<file path="src/rtl/aes_pkg.sv">
// Shared constants for the AES round sequencer: round count, datapath round
// selector encodings and sequencer FSM state encodings.
package aes_pkg;

    localparam int AES128_NR = 10;
    localparam int ROUND_W   = 4;

    localparam logic [1:0] SEL_INIT  = 2'd0;
    localparam logic [1:0] SEL_MID   = 2'd1;
    localparam logic [1:0] SEL_FINAL = 2'd2;

    typedef enum logic [1:0] {
        ST_IDLE  = 2'd0,
        ST_FETCH = 2'd1,
        ST_APPLY = 2'd2,
        ST_DONE  = 2'd3
    } seq_state_e;

    // Round 0 is the bare AddRoundKey; the last round skips MixColumns.
    function automatic logic [1:0] round_sel(input logic [ROUND_W-1:0] round,
                                             input logic [ROUND_W-1:0] last);
        if (round == '0)
            return SEL_INIT;
        else if (round == last)
            return SEL_FINAL;
        else
            return SEL_MID;
    endfunction

endpackage

</file>
<file path="src/rtl/aes_round_sequencer.sv">
// Sequencer around an external combinational AES round datapath: accepts a block,
// fetches round keys 0..NR over req/ack, iterates rounds, presents ciphertext.
module aes_round_sequencer
    import aes_pkg::*;
#(
    parameter int NR     = AES128_NR,
    parameter int DATA_W = 128
) (
    input  logic              clk,
    input  logic              rstn,
    input  logic              in_valid,
    output logic              in_ready,
    input  logic [DATA_W-1:0] plain_text,
    input  logic [DATA_W-1:0] key,
    output logic [DATA_W-1:0] ks_key,
    output logic              rk_req,
    output logic [3:0]        rk_idx,
    input  logic              rk_ack,
    input  logic [DATA_W-1:0] rk_data,
    output logic [DATA_W-1:0] rnd_state,
    output logic [1:0]        rnd_sel,
    output logic [DATA_W-1:0] rnd_key,
    input  logic [DATA_W-1:0] rnd_result,
    output logic              out_valid,
    input  logic              out_ready,
    output logic [DATA_W-1:0] cipher_text,
    output logic              busy
);

    if (NR < 1 || NR > 14) begin : g_bad_nr
        $error("aes_round_sequencer: NR must be in 1..14 for a 4-bit round counter");
    end

    localparam logic [ROUND_W-1:0] LAST = ROUND_W'(NR);

    seq_state_e         state;
    seq_state_e         state_next;
    logic [ROUND_W-1:0] round;
    logic               accept;
    logic               last_round;

    assign accept     = in_valid && in_ready;
    assign last_round = (round == LAST);

    always_comb begin
        state_next = state;
        case (state)
            ST_IDLE:  if (accept)    state_next = ST_FETCH;
            ST_FETCH: if (rk_ack)    state_next = ST_APPLY;
            ST_APPLY: state_next = last_round ? ST_DONE : ST_FETCH;
            ST_DONE:  if (out_ready) state_next = ST_IDLE;
            default:  state_next = ST_IDLE;
        endcase
    end

    // in_ready is registered so it stays low until the first edge after reset release.
    always_ff @(posedge clk or negedge rstn) begin
        if (!rstn) begin
            state       <= ST_IDLE;
            round       <= '0;
            rk_idx      <= '0;
            in_ready    <= 1'b0;
            rnd_state   <= '0;
            rnd_key     <= '0;
            ks_key      <= '0;
            cipher_text <= '0;
        end else begin
            state    <= state_next;
            in_ready <= (state_next == ST_IDLE);
            case (state)
                ST_IDLE: begin
                    if (accept) begin
                        rnd_state <= plain_text;
                        ks_key    <= key;
                        round     <= '0;
                        rk_idx    <= '0;
                    end
                end
                ST_FETCH: begin
                    if (rk_ack)
                        rnd_key <= rk_data;
                end
                ST_APPLY: begin
                    rnd_state <= rnd_result;
                    if (last_round) begin
                        cipher_text <= rnd_result;
                    end else begin
                        round  <= round + 1'b1;
                        rk_idx <= round + 1'b1;
                    end
                end
                default: ;
            endcase
        end
    end

    // Handshake outputs decode from state so an async reset drops them at once.
    assign rk_req    = (state == ST_FETCH);
    assign out_valid = (state == ST_DONE);
    assign busy      = (state != ST_IDLE);
    assign rnd_sel   = (state == ST_APPLY) ? round_sel(round, LAST) : SEL_INIT;

endmodule

</file>
<file path="config.mk">
export PLATFORM = sky130hd
export DESIGN_NAME = aes_round_sequencer
export DESIGN_NICKNAME = d
export VERILOG_FILES = /design/src/rtl/aes_pkg.sv /design/src/rtl/aes_round_sequencer.sv
export SDC_FILE = /design/constraint.sdc
export NUM_CORES = 1
export LEC_CHECK = 0
export CORE_AREA = 4 4 408 410
export DETAILED_ROUTE_END_ITERATION = 8
export DIE_AREA = 0 0 412 414
export PLACE_DENSITY_LB_ADDON = 0.25
export SLEW_MARGIN = 20
export SYNTH_ARGS = -nofsm -noshare
export SYNTH_HDL_FRONTEND = slang
export SYNTH_SLANG_ARGS = --single-unit
</file>
<file path="constraint.sdc">
create_clock -name clk -period 4.7 [get_ports clk]
set_input_delay 0.47 -clock clk [delete_from_list [all_inputs] [get_ports clk]]
set_output_delay 0.47 -clock clk [all_outputs]
set_load 0.01 [all_outputs]
</file>
Yosys cells after proc, flatten, opt, wreduce, memory -nomap -nowiden
Index checks and enable logic that the tools add are counted.
Word-level totals
  memory bits (read-only): 0
  output and inout bits: 522
  memories: 0
  latch bits: 0
  bits in writable memories: 0
  flip-flop bits (word level): 519
  logic and storage cells: 38
  input bits: 517
Cells by class
  div/mod/pow operators: 0
  $lt $le $gt $ge: 0
  bitwise operators: 0
  add/sub/neg operators: 1
  equality and inequality tests: 6
  shift operators: 0
  multipliers: 0
  reductions and logical operators: 11
  muxes and demuxes: 13
Operators by type and width (count)
  case mux 128 bit (2 select lines): 1
  two-way mux 128 bit: 1
  two-way mux 2 bit: 7
  two-way mux 4 bit: 2
  case mux 2 bit (4 select lines): 1
  case mux 4 bit (2 select lines): 1
  AND reduction 2 bit: 4
  adder 4 x 1 -> 4 bit, second input constant: 1
  equality test 2 bit, second input constant: 2
  equality test 4 bit, second input constant: 1
  logical NOT 2 bit: 2
  logical NOT 4 bit: 1
  inequality test 2 bit, second input constant: 2
  nonzero test 2 bit: 2
  AND reduction 3 bit: 1
  equality test 2 x 1 -> 1 bit, second input constant: 1
  logical AND 1 bit: 1

Depth between registers and ports, before layout
  word-level depth: 4
  depth in mapped cells: 8
  mapped depth without buffers: 5

Least setup slack after synthesis
Ideal clock, no wire load.
  path type: reg2out
  start point: register rk_idx[0] (netlist name)
  end point: output port rnd_sel[1]
  setup slack: 2.701 ns
  cell stages (with the launch flop): 9
  required time: 4.230 ns
  arrival time: 1.529 ns
  path buffers: 3
  path through: dfrtp_1 > inv_1 > ha_1 > nand3b_1 > or2_1 > buf_2 > buf_6 > buf_6 > inv_1
RTL lines
  to (decl): RTL line aes_round_sequencer.sv:21  | output logic [1:0] rnd_sel,

Final worst setup path
  start point: register state[0]
  end point: output port rnd_sel[1]
Between the ends
  cells in the longest elaborated chain, start to end: 2
Ends and longest elaborated chain
  from (decl): RTL line aes_round_sequencer.sv:36  | seq_state_e state;
  from (signal assigned): RTL line aes_round_sequencer.sv:68  | state <= state_next;
  equality test 2 bit: RTL line aes_round_sequencer.sv:101  | assign rnd_sel = (state == ST_APPLY) ? round_sel(round, LAST) : SEL_INIT;
  two-way mux 2 bit: RTL line aes_round_sequencer.sv:101
No other way between the ends.

==> results.cfg <==
[status]
status = finished, final reports clean

[logic_synthesis]
ys_ff_latch = 519
netlist_top_cells_area = dfrtp_1 (63%), nand2_1 (12%), mux2_2 (9.8%), nand3_1 (6.3%), mux2_4 (5.5%)
async_reset_ff_share_pct = 100
yosysSeqAreaShare_pct = 63.0
syn_avg_cell_area_sq_um = 11.3
syn-instance-count = 1828
synthFlopType = dfrtp_1
yosys.cell_types.count = 26
yosysWarnings = 0
synth_edf_count = 0
synth_top_area_share_pct = 63.0
synth_area_sq_um = 20600
synth_area_leader_cell = dfrtp_1
synth_nets = 2348

[routing]
drt_iter0_markers = 982
finalWirelength_mm = 109
wl_per_cell_um = 21.5
ant_nets = 0
drcViolationCount = 0
avgViaCountPerCell = 3.48
vias = 17700
dr.pass1.iters = 7

[critical_path]
arrival_ns = 2.69
r2r_end = cipher_text[1]
required_ns = 4.23
critPathLaunchType = register
r2r_cells = 4
r2r_setup_slack_ns = 2.30
crit_fanout = 27
rr_startpoint = state[0]
cp-end-kind = primary output
crit_type = register to primary output

[clock_network]
path_clk_slew_ns = 0.06
clock_latency_ns = 0.63
cts.path.max_buffers = 3
htree_levels = 3
cts_tree = yes
numCtsBuffers = 70
cts.sinks = 519
cts_root_buf = clkbuf_16

[die]
pin_count = 1039
rows = 148
core-area_sq_um = 162000
die_x_um = 412
initial_utilization_pct = 12.7
dieArea_sq_um = 171000
die_h_um = 414

[worst_hold_path]
worstHoldPathType = input port to register
hp-start = key[14]
hold_path_depth = 3
whs_endpoint = ks_key[14]

[power_and_ir_drop]
total_leakage_power_nw = 15.5
power_density_nw_per_um2 = 607
power_mw = 21.9
ir_worst_vdd_mv = 0.330

[timing]
drv_slew = 0
min_period_over_period_pct = 67.3
setup_violations = 0
fmax_mhz = 316
hold_viol = 0
relSlewSlack_pct = 44.9
max_slew.worst_pin.slew_ns = 0.826
fin_worst_skew_ns = 0.0194
tns_ns = 0
setup_ws_ns = 1.54
min_period_ns = 3.16
grt_setup_unrepaired = no

[finish]
final_common_cell = clkdlybuf4s50_1
final_area_sq_um = 36100
layout_common_cells = clkdlybuf4s50_1 (1037), nand2_1 (646), dfrtp_1 (519)
drive_above_1_share_pct = 14.1
area_growth_pct = 75.0
num-nets-final = 3376

[global_routing]
grt_pass1_vias = 18500
grt_pass1_wl_mm = 151
grt_max_degree = 133
antenna_found_initial = 15
grt-ovfl-total = 0
grt.total_usage_pct = 12.4

[place]
place_area_sq_um = 33600
gp_congestion = 0.822
hpwl_mm = 83.6
port_buffers = 1038
post-place-ws_ns = 2.03

[flow_run]
cap_violations = 0
worst max-delay path, cell delays in order (launching register included):
cell,delay [ns]
dfrtp_1,0.49
nand2b_4,0.37
or2_4,0.41
inv_1,0.08
clkdlybuf4s50_1,0.70
power by group:
| group | internal (mW) | total (mW) | leakage, nW | switching [mW] |
|---|---|---|---|---|
| clock | 3.44 | 5.68 | 1.20 | 2.24 |
| combinational | 4.64 | 8.94 | 8.00 | 4.31 |
| sequential | 6.19 | 7.29 | 6.27 | 1.10 |
cells by family after synthesis:
logic type / after synthesis / share of synthesized area [%]
simple gates: 916 / 18.4
flops: 519 / 63.0
mux: 257 / 15.4
buf+inv: 123 / 2.71
compound gates: 10 / 0.297
fa+ha+maj: 3 / 0.182
metrics by stage:
stage               hold WS [ns]  util, %  std cells
global placement           0.457     20.7       4958
finish                     0.351     22.2       5091
global route               0.277     22.2       5087
detailed placement         0.461     20.7       4958
CTS                        0.239     22.2       5084
floorplan                  0.174        -       1828
worst max path at each step:
stage / startpoint / to / cells after the start
floorplan: rk_idx[0] / rnd_sel[1] / 8
global placement: in_valid / ks_key[78] / 7
detailed placement: in_valid / ks_key[59] / 7
CTS: state[0] / rnd_sel[1] / 4
global route: state[1] / rnd_sel[1] / 4
finish: state[0] / rnd_sel[1] / 4
per-layer routing:
metal | vias up | track usage (%) | part of all wire [%]
li1 | 8107 | - | -
met1 | 8853 | 14.7 | 40
met2 | 652 | 21.0 | 49
met3 | 119 | 4.19 | 8.0
met4 | 2 | 3.76 | 2.9
met5 | - | 0 | 0.012
sequential cells by signal, indices dropped and copies added (netlist names):
| name | flops |
|---|---|
| rk_idx | 4 |
| ks_key | 128 |
| state | 2 |
| cipher_text | 128 |
| rnd_key | 128 |
| rnd_state | 128 |
| in_ready | 1 |
cell usage after synthesis (all sizes together), types with 2 or more instances:
cell type / instances
nand2: 647
dfrtp: 519
nand3: 259
mux2: 256
clkbuf: 67
buf: 50
inv: 6
a21oi: 5
ha: 3
nor2b: 2
o211ai: 2
or2: 2
repair_timing:
action | in CTS | in global routing
setup buffers | 0 | 0
endpoints found under the hold margin | 63 | 0
resized for setup | 0 | 0
hold buffers | 1 | 0
cell type report:
class	count	area, sq um
flip-flops and latches	519	13000
clock buffers	103	2100
inverters	6	22.5
repair buffers	1073	10800
fillers	17700	126000
well taps	2175	2720
clock inverters	22	323
diodes	7	17.5
multi-input cells	1186	7130
No activity file was read; power rests on OpenSTA's default activity.
